$ cat config.mk
export PLATFORM = sky130hd
export DESIGN_NAME = spi_rdid_responder_flat
export DESIGN_NICKNAME = d
export VERILOG_FILES = /design/src/rtl/spi_flash_pkg.sv /design/src/rtl/spi_rdid_responder_if.sv /design/src/rtl/spi_pin_sync.sv /design/src/rtl/spi_rdid_responder.sv /design/src/flat_wrapper.sv
export SDC_FILE = /design/constraint.sdc
export NUM_CORES = 1
export LEC_CHECK = 0
export CAP_MARGIN = 20
export CORE_MARGIN = 4
export CORE_UTILIZATION = 56
export DETAILED_ROUTE_END_ITERATION = 8
export GPL_TIMING_DRIVEN = 0
export PLACE_DENSITY = 0.83
export SLEW_MARGIN = 10
export SYNTH_ARGS = -nofsm -noshare
export SYNTH_HDL_FRONTEND = slang
export SYNTH_HIERARCHICAL = 1
export SYNTH_SLANG_ARGS = --single-unit
$ cat constraint.sdc
create_clock -name CCLK -period 4 [get_ports CCLK]
set_input_delay 0.8 -clock CCLK [delete_from_list [all_inputs] [get_ports CCLK]]
set_output_delay 0.8 -clock CCLK [all_outputs]
set_load 0.01 [all_outputs]
$ cat src/rtl/spi_flash_pkg.sv
// Shared constants and types for the SPI flash-side responders.
// Opcodes, default JEDEC ID bytes and the responder state encoding.
package spi_flash_pkg;

  localparam logic [7:0] OP_RDID      = 8'h9F;
  localparam logic [7:0] OP_READ      = 8'h03;
  localparam logic [7:0] DEF_MANUF_ID = 8'h20;
  localparam logic [7:0] DEF_MEM_TYPE = 8'h20;
  localparam logic [7:0] DEF_MEM_CAP  = 8'h15;
  localparam logic [4:0] RESP_BITS    = 5'd24;

  typedef enum logic [1:0] {
    IDLE   = 2'd0,
    CMD    = 2'd1,
    RESP   = 2'd2,
    IGNORE = 2'd3
  } spi_state_e;

  function automatic logic [23:0] jedec_word(input logic [7:0] manuf,
                                             input logic [7:0] mtype,
                                             input logic [7:0] cap);
    return {manuf, mtype, cap};
  endfunction

endpackage

$ cat src/rtl/spi_rdid_responder_if.sv
// Serial pins plus status outputs of the RDID responder.
// The master side drives the SPI pins; the slave side answers them.
interface spi_rdid_responder_if;
  logic       spi_clk;
  logic       spi_cs_n;
  logic       spi_mosi;
  logic       spi_miso;
  logic       spi_miso_oe;
  logic [7:0] cmd_byte;
  logic       cmd_strobe;
  logic       rdid_done;
  logic       busy;

  modport master (
    output spi_clk, spi_cs_n, spi_mosi,
    input  spi_miso, spi_miso_oe, cmd_byte, cmd_strobe, rdid_done, busy
  );

  modport slave (
    input  spi_clk, spi_cs_n, spi_mosi,
    output spi_miso, spi_miso_oe, cmd_byte, cmd_strobe, rdid_done, busy
  );
endinterface

$ cat src/rtl/spi_pin_sync.sv
// Synchronizes the SPI pins into the CCLK domain and produces registered
// edge pulses; pin-to-pulse latency is STAGES+1 CCLK.
module spi_pin_sync #(
  parameter int STAGES = 2
) (
  input  logic clk,
  input  logic rst_n,
  input  logic sclk,
  input  logic cs_n,
  input  logic mosi,
  output logic cs_n_lvl,
  output logic mosi_lvl,
  output logic sclk_rise,
  output logic sclk_fall,
  output logic cs_fall,
  output logic cs_rise
);

  logic [STAGES-1:0] sclk_sync_r;
  logic [STAGES-1:0] cs_sync_r;
  logic [STAGES-1:0] mosi_sync_r;
  logic              sclk_hist_r;
  logic              cs_hist_r;
  logic              mosi_r;
  logic              sclk_rise_r;
  logic              sclk_fall_r;
  logic              cs_fall_r;
  logic              cs_rise_r;

  // Sync chains reset low so a chip select held low through reset yields no falling edge
  always_ff @(posedge clk or negedge rst_n) begin
    if (!rst_n) begin
      sclk_sync_r <= {STAGES{1'b0}};
      cs_sync_r   <= {STAGES{1'b0}};
      mosi_sync_r <= {STAGES{1'b0}};
      sclk_hist_r <= 1'b0;
      cs_hist_r   <= 1'b0;
      mosi_r      <= 1'b0;
      sclk_rise_r <= 1'b0;
      sclk_fall_r <= 1'b0;
      cs_fall_r   <= 1'b0;
      cs_rise_r   <= 1'b0;
    end else begin
      sclk_sync_r <= {sclk_sync_r[STAGES-2:0], sclk};
      cs_sync_r   <= {cs_sync_r[STAGES-2:0], cs_n};
      mosi_sync_r <= {mosi_sync_r[STAGES-2:0], mosi};
      sclk_hist_r <= sclk_sync_r[STAGES-1];
      cs_hist_r   <= cs_sync_r[STAGES-1];
      mosi_r      <= mosi_sync_r[STAGES-1];
      sclk_rise_r <= sclk_sync_r[STAGES-1] & ~sclk_hist_r;
      sclk_fall_r <= ~sclk_sync_r[STAGES-1] & sclk_hist_r;
      cs_rise_r   <= cs_sync_r[STAGES-1] & ~cs_hist_r;
      cs_fall_r   <= ~cs_sync_r[STAGES-1] & cs_hist_r;
    end
  end

  assign cs_n_lvl  = cs_hist_r;
  assign mosi_lvl  = mosi_r;
  assign sclk_rise = sclk_rise_r;
  assign sclk_fall = sclk_fall_r;
  assign cs_fall   = cs_fall_r;
  assign cs_rise   = cs_rise_r;

endmodule

$ cat src/rtl/spi_rdid_responder.sv
// Flash-side SPI responder: decodes the command byte and answers RDID
// with the 3-byte JEDEC ID, MSB-first, driven on falling spi_clk edges.
module spi_rdid_responder
  import spi_flash_pkg::*;
#(
  parameter logic [7:0] RDID_OPCODE = OP_RDID,
  parameter logic [7:0] MANUF_ID    = DEF_MANUF_ID,
  parameter logic [7:0] MEM_TYPE    = DEF_MEM_TYPE,
  parameter logic [7:0] MEM_CAP     = DEF_MEM_CAP,
  parameter int         SYNC_STAGES = 2
) (
  input logic                 CCLK,
  input logic                 reset_n,
  spi_rdid_responder_if.slave bus
);

  logic       cs_n_s, mosi_s, sclk_rise_s, sclk_fall_s, cs_fall_s, cs_rise_s;
  spi_state_e state_r, state_nxt_s;
  logic [6:0] cmd_sh_r, cmd_sh_nxt_s;
  logic [2:0] bit_cnt_r, bit_cnt_nxt_s;
  logic [23:0] resp_sh_r, resp_sh_nxt_s;
  logic [4:0] resp_cnt_r, resp_cnt_nxt_s;
  logic       miso_r, miso_nxt_s, oe_r, oe_nxt_s;
  logic [7:0] cmd_byte_r, cmd_byte_nxt_s;
  logic       strobe_r, strobe_nxt_s, done_r, done_nxt_s, busy_r, busy_nxt_s;
  logic [7:0] rx_byte_s;

  spi_pin_sync #(.STAGES(SYNC_STAGES)) u_sync (
    .clk       (CCLK),
    .rst_n     (reset_n),
    .sclk      (bus.spi_clk),
    .cs_n      (bus.spi_cs_n),
    .mosi      (bus.spi_mosi),
    .cs_n_lvl  (cs_n_s),
    .mosi_lvl  (mosi_s),
    .sclk_rise (sclk_rise_s),
    .sclk_fall (sclk_fall_s),
    .cs_fall   (cs_fall_s),
    .cs_rise   (cs_rise_s)
  );

  assign rx_byte_s = {cmd_sh_r, mosi_s};

  // State register
  always_ff @(posedge CCLK or negedge reset_n) begin
    if (!reset_n) begin
      state_r <= IDLE;
    end else begin
      state_r <= state_nxt_s;
    end
  end

  // Next state; a chip-select rise overrides any clock edge in the same cycle
  always_comb begin
    state_nxt_s = state_r;
    if (cs_rise_s) begin
      state_nxt_s = IDLE;
    end else begin
      case (state_r)
        IDLE: begin
          if (cs_fall_s && !cs_n_s) state_nxt_s = CMD;
          else                      state_nxt_s = IDLE;
        end
        CMD: begin
          if (sclk_rise_s && bit_cnt_r == 3'd7)
            state_nxt_s = (rx_byte_s == RDID_OPCODE) ? RESP : IGNORE;
          else
            state_nxt_s = CMD;
        end
        RESP:    state_nxt_s = RESP;
        IGNORE:  state_nxt_s = IGNORE;
        default: state_nxt_s = IDLE;
      endcase
    end
  end

  // Next values of the datapath and of the registered outputs
  always_comb begin
    cmd_sh_nxt_s   = cmd_sh_r;
    bit_cnt_nxt_s  = bit_cnt_r;
    resp_sh_nxt_s  = resp_sh_r;
    resp_cnt_nxt_s = resp_cnt_r;
    miso_nxt_s     = miso_r;
    oe_nxt_s       = oe_r;
    cmd_byte_nxt_s = cmd_byte_r;
    strobe_nxt_s   = 1'b0;
    done_nxt_s     = 1'b0;
    busy_nxt_s     = (state_nxt_s != IDLE);
    if (cs_rise_s) begin
      oe_nxt_s       = 1'b0;
      miso_nxt_s     = 1'b0;
      bit_cnt_nxt_s  = 3'd0;
      resp_cnt_nxt_s = 5'd0;
    end else begin
      case (state_r)
        IDLE: begin
          oe_nxt_s       = 1'b0;
          miso_nxt_s     = 1'b0;
          bit_cnt_nxt_s  = 3'd0;
          resp_cnt_nxt_s = 5'd0;
        end
        CMD: begin
          if (sclk_rise_s) begin
            cmd_sh_nxt_s  = rx_byte_s[6:0];
            bit_cnt_nxt_s = bit_cnt_r + 3'd1;
            if (bit_cnt_r == 3'd7) begin
              cmd_byte_nxt_s = rx_byte_s;
              strobe_nxt_s   = 1'b1;
              resp_sh_nxt_s  = jedec_word(MANUF_ID, MEM_TYPE, MEM_CAP);
              resp_cnt_nxt_s = 5'd0;
            end else begin
              resp_cnt_nxt_s = resp_cnt_r;
            end
          end else begin
            cmd_sh_nxt_s = cmd_sh_r;
          end
        end
        RESP: begin
          // First fall presents bit 23 unshifted; later falls shift zeros in behind the ID
          if (sclk_fall_s) begin
            oe_nxt_s = 1'b1;
            if (resp_cnt_r == 5'd0) begin
              miso_nxt_s = resp_sh_r[23];
            end else begin
              resp_sh_nxt_s = {resp_sh_r[22:0], 1'b0};
              miso_nxt_s    = resp_sh_r[22];
            end
            if (resp_cnt_r < RESP_BITS) resp_cnt_nxt_s = resp_cnt_r + 5'd1;
            else                        resp_cnt_nxt_s = resp_cnt_r;
          end else if (sclk_rise_s && resp_cnt_r == RESP_BITS) begin
            done_nxt_s     = 1'b1;
            resp_cnt_nxt_s = RESP_BITS + 5'd1;
          end else begin
            done_nxt_s = 1'b0;
          end
        end
        IGNORE: begin
          oe_nxt_s   = 1'b0;
          miso_nxt_s = 1'b0;
        end
        default: begin
          oe_nxt_s   = 1'b0;
          miso_nxt_s = 1'b0;
        end
      endcase
    end
  end

  // Datapath and output registers
  always_ff @(posedge CCLK or negedge reset_n) begin
    if (!reset_n) begin
      cmd_sh_r   <= 7'd0;
      bit_cnt_r  <= 3'd0;
      resp_sh_r  <= 24'd0;
      resp_cnt_r <= 5'd0;
      miso_r     <= 1'b0;
      oe_r       <= 1'b0;
      cmd_byte_r <= 8'h00;
      strobe_r   <= 1'b0;
      done_r     <= 1'b0;
      busy_r     <= 1'b0;
    end else begin
      cmd_sh_r   <= cmd_sh_nxt_s;
      bit_cnt_r  <= bit_cnt_nxt_s;
      resp_sh_r  <= resp_sh_nxt_s;
      resp_cnt_r <= resp_cnt_nxt_s;
      miso_r     <= miso_nxt_s;
      oe_r       <= oe_nxt_s;
      cmd_byte_r <= cmd_byte_nxt_s;
      strobe_r   <= strobe_nxt_s;
      done_r     <= done_nxt_s;
      busy_r     <= busy_nxt_s;
    end
  end

  assign bus.spi_miso    = miso_r;
  assign bus.spi_miso_oe = oe_r;
  assign bus.cmd_byte    = cmd_byte_r;
  assign bus.cmd_strobe  = strobe_r;
  assign bus.rdid_done   = done_r;
  assign bus.busy        = busy_r;

endmodule

$ cat src/flat_wrapper.sv
// flat-port wrapper written by rule: the top's interface ports become plain ports
module spi_rdid_responder_flat import spi_flash_pkg::*;
#(
  parameter logic [7:0] RDID_OPCODE = OP_RDID,
  parameter logic [7:0] MANUF_ID    = DEF_MANUF_ID,
  parameter logic [7:0] MEM_TYPE    = DEF_MEM_TYPE,
  parameter logic [7:0] MEM_CAP     = DEF_MEM_CAP,
  parameter int         SYNC_STAGES = 2
)
  (CCLK, reset_n, bus_spi_clk, bus_spi_cs_n, bus_spi_mosi, bus_spi_miso, bus_spi_miso_oe, bus_cmd_byte, bus_cmd_strobe, bus_rdid_done, bus_busy);
  spi_rdid_responder_if bus_i ();
  input logic CCLK;
  input logic reset_n;
  input wire logic [$bits(bus_i.spi_clk)-1:0] bus_spi_clk;
  input wire logic [$bits(bus_i.spi_cs_n)-1:0] bus_spi_cs_n;
  input wire logic [$bits(bus_i.spi_mosi)-1:0] bus_spi_mosi;
  output wire logic [$bits(bus_i.spi_miso)-1:0] bus_spi_miso;
  output wire logic [$bits(bus_i.spi_miso_oe)-1:0] bus_spi_miso_oe;
  output wire logic [$bits(bus_i.cmd_byte)-1:0] bus_cmd_byte;
  output wire logic [$bits(bus_i.cmd_strobe)-1:0] bus_cmd_strobe;
  output wire logic [$bits(bus_i.rdid_done)-1:0] bus_rdid_done;
  output wire logic [$bits(bus_i.busy)-1:0] bus_busy;
  assign bus_i.spi_clk = bus_spi_clk;
  assign bus_i.spi_cs_n = bus_spi_cs_n;
  assign bus_i.spi_mosi = bus_spi_mosi;
  assign bus_spi_miso = bus_i.spi_miso;
  assign bus_spi_miso_oe = bus_i.spi_miso_oe;
  assign bus_cmd_byte = bus_i.cmd_byte;
  assign bus_cmd_strobe = bus_i.cmd_strobe;
  assign bus_rdid_done = bus_i.rdid_done;
  assign bus_busy = bus_i.busy;
  spi_rdid_responder #(.RDID_OPCODE(RDID_OPCODE), .MANUF_ID(MANUF_ID), .MEM_TYPE(MEM_TYPE), .MEM_CAP(MEM_CAP), .SYNC_STAGES(SYNC_STAGES)) u_core (.CCLK(CCLK), .reset_n(reset_n), .bus(bus_i));
endmodule
==> key figures <==
Timing
  • Min Tclk post-route: 2.103 ns
  • Fin crit share: 52.58%
  • Final hold vios: 0
  • Setup TNS: 0 ns
  • Worst-case clock skew: 0.004165 ns
  • Slew HR: 45.99%
  • WHS: 0.3491 ns
  • RSZ-0062 raised after global routing: no
  • Setup violations, final: 0
  • Least-Margin Pin Slew: 0.8101 ns
  • Max Freq: 475.4 MHz
  • Slew Viols, Final: 0

Run status
  • Status: complete, no violations

Yosys
  • Avg Cell Area, Syn: 11.89 sq um
  • Post-synthesis net count: 261
  • Synth Instances: between 200 and 250
  • Sequential fraction of the synthesis area: between 50% and 60%
  • Mapped Area: 2948 sq um
  • EDFF count, synth: 0
  • Synth warn: 6
  • Post-synth ARST share: 100.0%
  • Count of cell types in the netlist: 50
  • FF+latch count, synth: 67
  • Synth Flop Type: dfrtp_1

Pwr
  • Power density cells: 428.0 nW/um^2
  • Max VDD drop: 0.3615 mV
  • Leak: 0.001616 uW

Critical path
  • Crit path buf inv count: 4
  • Crit path arrival time: 2.33 ns
  • CP endpoint: u_core/resp_sh_r[23]
  • Data required time of the critical path: about 4.2 ns
  • Critical Path Start Type: flop
  • Crit-path max FO: 10
  • Top delay family on crit path: buffers and inverters
  • Cell Chain, Critical Path: inv_1, ha_1, buf_4, inv_1, o22ai_2, nand2_2, buf_6, a32o_1
  • Worst flop-to-flop path endpoint: u_core/resp_sh_r[23]
  • Worst Reg-to-Reg Cells: 8
  • CP max-delay cell: dfrtp_1
  • CP endpoint kind: flop
  • Crit-path most repeated cell: inv_1
  • Crit Path Category: flop to flop
  • Critical Path Source: u_core/state_r[1]
  • FF-to-FF Start: u_core/state_r[1]
  • Slowest stage delay, CP: around 0.47 ns
  • Reg-to-reg slack, setup: 1.90 ns
  • Worst path depth: 8

Global route
  • GRT Total Usage: 19.57%
  • Remaining Overflow, GRT: 0
  • Initial antenna violation count: 0
  • Number of global-route vias before repair: 2055
  • Pin count of the biggest net entering global routing: around 70
  • First-pass GRT wire length: 9549 um

Final layout
  • Fin nets: 289
  • FF/Latch Area: between 1500 and 2000 sq um
  • Commonest cells after routing, fill and taps aside: 67 x dfrtp_1, 27 x nand2_1, 26 x inv_1
  • Fillcell total: 373
  • Multi-input logic area: 1110 sq um
  • Commonest non-fill, non-tap cell in the layout: dfrtp_1
  • Layout cells sized above 1: 17.50%
  • Area growth syn-to-layout: 15.96%
  • Diode count: 0

Clock network
  • H-Tree Depth: 3
  • Clk_lat worst skew: 0.33 ns
  • Setup bufs post-CTS: 0
  • Root buffer cell: clkbuf_8
  • CTS Buf Count: 9
  • Clk slew on worst S/H paths: 0.07 ns
  • Post-CTS sizing: 0
  • CTS Hold Buffers Added: 0
  • Sink Count: 67
  • Clk buf depth: 2
  • CTS tree: done

Placement
  • PortBufs: 17
  • GP Congestion: 0.7901
  • Post-DP HPWL: between 3000 and 4000 um

Job
  • Max-Cap Viols: 0

Die
  • I/O pin count: 18
  • Die area: 6489 sq um
  • Num rows: 26
  • Die height: 80.56 um
  • Die W: 80.56 um
  • Initial Util: 57.72%
  • CORE AREA: 5107 sq um

Drt
  • 1st-pass router iterations: 4
  • Routed vias: 1946
  • Post-Route WL: 5468 um
  • Drt wl/cell: 15.62 um
  • DRC viols: 0
  • Antenna Violating Nets Remaining: 0
  • 1st-iter DRT viols: 151
  • Via density: about 5.6

Worst hold path
  • HP Class: flop to flop
[metrics by stage]
step	utilization, %	total power (uW)	area [sq um]	setup slack [ns]	cells
finish	66.93	1463	3418	1.897	350
global route	66.93	1525	3418	1.782	350
CTS	66.93	1480	3418	1.903	350
detailed placement	62.71	869.6	3203	1.940	335
global placement	62.76	864.1	3206	0.03150	335
floorplan	-	824.6	2948	2.190	248
[report_power, final]
group,switching [uW],total (uW),internal (uW),leakage (uW)
combinational,71.7,129,56.9,0.000623
sequential,24.6,729,705,0.000885
clock,243,605,362,0.000108
[synth_stat cells, types with 2 or more instances]
master / instances / area (sq um)
nand3b_1: 2 / 15.01
mux2i_1: 19 / 190.2
nor3_1: 3 / 15.01
a41oi_1: 4 / 35.03
ha_1: 8 / 100.1
buf_6: 2 / 22.52
nand3_1: 5 / 25.02
nor2_1: 4 / 15.01
clkbuf_1: 3 / 11.26
buf_4: 2 / 15.01
a21oi_1: 8 / 40.04
buf_2: 3 / 15.01
dfrtp_1: 67 / 1677
nor2b_1: 4 / 25.02
o21ai_0: 2 / 10.01
nand2_1: 27 / 101.4
nand2b_1: 3 / 18.77
and2b_2: 4 / 35.03
a31oi_1: 6 / 37.54
mux2_2: 15 / 168.9
and3_1: 2 / 12.51
inv_1: 26 / 97.59
a2bb2oi_1: 2 / 17.52
[flip-flops by register name (all words and copies together) (netlist names)]
name	count
u_core/bit_cnt_r	3
u_core/bus.busy	1
u_core/bus.cmd_byte	8
u_core/bus.cmd_strobe	1
u_core/bus.rdid_done	1
u_core/bus.spi_miso	1
u_core/bus.spi_miso_oe	1
u_core/cmd_sh_r	7
u_core/resp_cnt_r	5
u_core/resp_sh_r	24
u_core/state_r	2
u_core/u_sync/cs_fall	1
u_core/u_sync/cs_n_lvl	1
u_core/u_sync/cs_rise	1
u_core/u_sync/cs_sync_r	2
u_core/u_sync/mosi_lvl	1
u_core/u_sync/mosi_sync_r	2
u_core/u_sync/sclk_fall	1
u_core/u_sync/sclk_hist_r	1
u_core/u_sync/sclk_rise	1
u_core/u_sync/sclk_sync_r	2
[cell type report]
class | count | area share (%)
tap | 70 | 2.562
buffer | 10 | 1.867
multi-input combinational | 145 | 32.47
timing repair buffer | 17 | 4.905
clock inverter | 5 | 2.269
sequential | 67 | 49.05
clock buffer | 10 | 4.026
inverter | 26 | 2.855
[cell families after synthesis]
family / after synthesis / synth area share (%)
buffers and inverters: 36 / 5.475
adders and majority gates: 8 / 3.396
and+or+nand+nor: 65 / 12.05
DFF: 67 / 56.88
AOI/OAI and AO/OA: 37 / 9.636
muxes: 35 / 12.56
[worst reg2reg max path: cells and delay by family, from the launching register on]
kind	cells	cell delay, ns
flip-flops	1	0.47
AND/OR/NAND/NOR	1	0.12
adder cells (fa/ha/maj)	1	0.16
AO/OA/AOI/OAI	2	0.62
buffers and inverters	4	0.62
[layer usage]
metal	GRT usage (%)	routed length (um)	up-vias
met3	6.054	156	13
met1	23.99	2439	982
li1	-	-	914
met4	9.628	112	0
met5	0	0	-
met2	31.29	2760	37
[worst min path at each step]
stage | slack [ns] | end | start | cells past startpoint
2_1_floorplan | 0.33 | u_core/u_sync/cs_sync_r[1] | u_core/u_sync/cs_sync_r[0] | 0
3_3_place_gp | 0.33 | u_core/u_sync/cs_sync_r[1] | u_core/u_sync/cs_sync_r[0] | 0
3_5_place_dp | 0.33 | u_core/u_sync/sclk_sync_r[1] | u_core/u_sync/sclk_sync_r[0] | 0
4_1_cts | 0.35 | u_core/u_sync/sclk_sync_r[1] | u_core/u_sync/sclk_sync_r[0] | 0
5_1_grt | 0.35 | u_core/u_sync/sclk_sync_r[1] | u_core/u_sync/sclk_sync_r[0] | 0
6_report | 0.35 | u_core/u_sync/sclk_sync_r[1] | u_core/u_sync/sclk_sync_r[0] | 0
(Power assumes the default switching activity.)
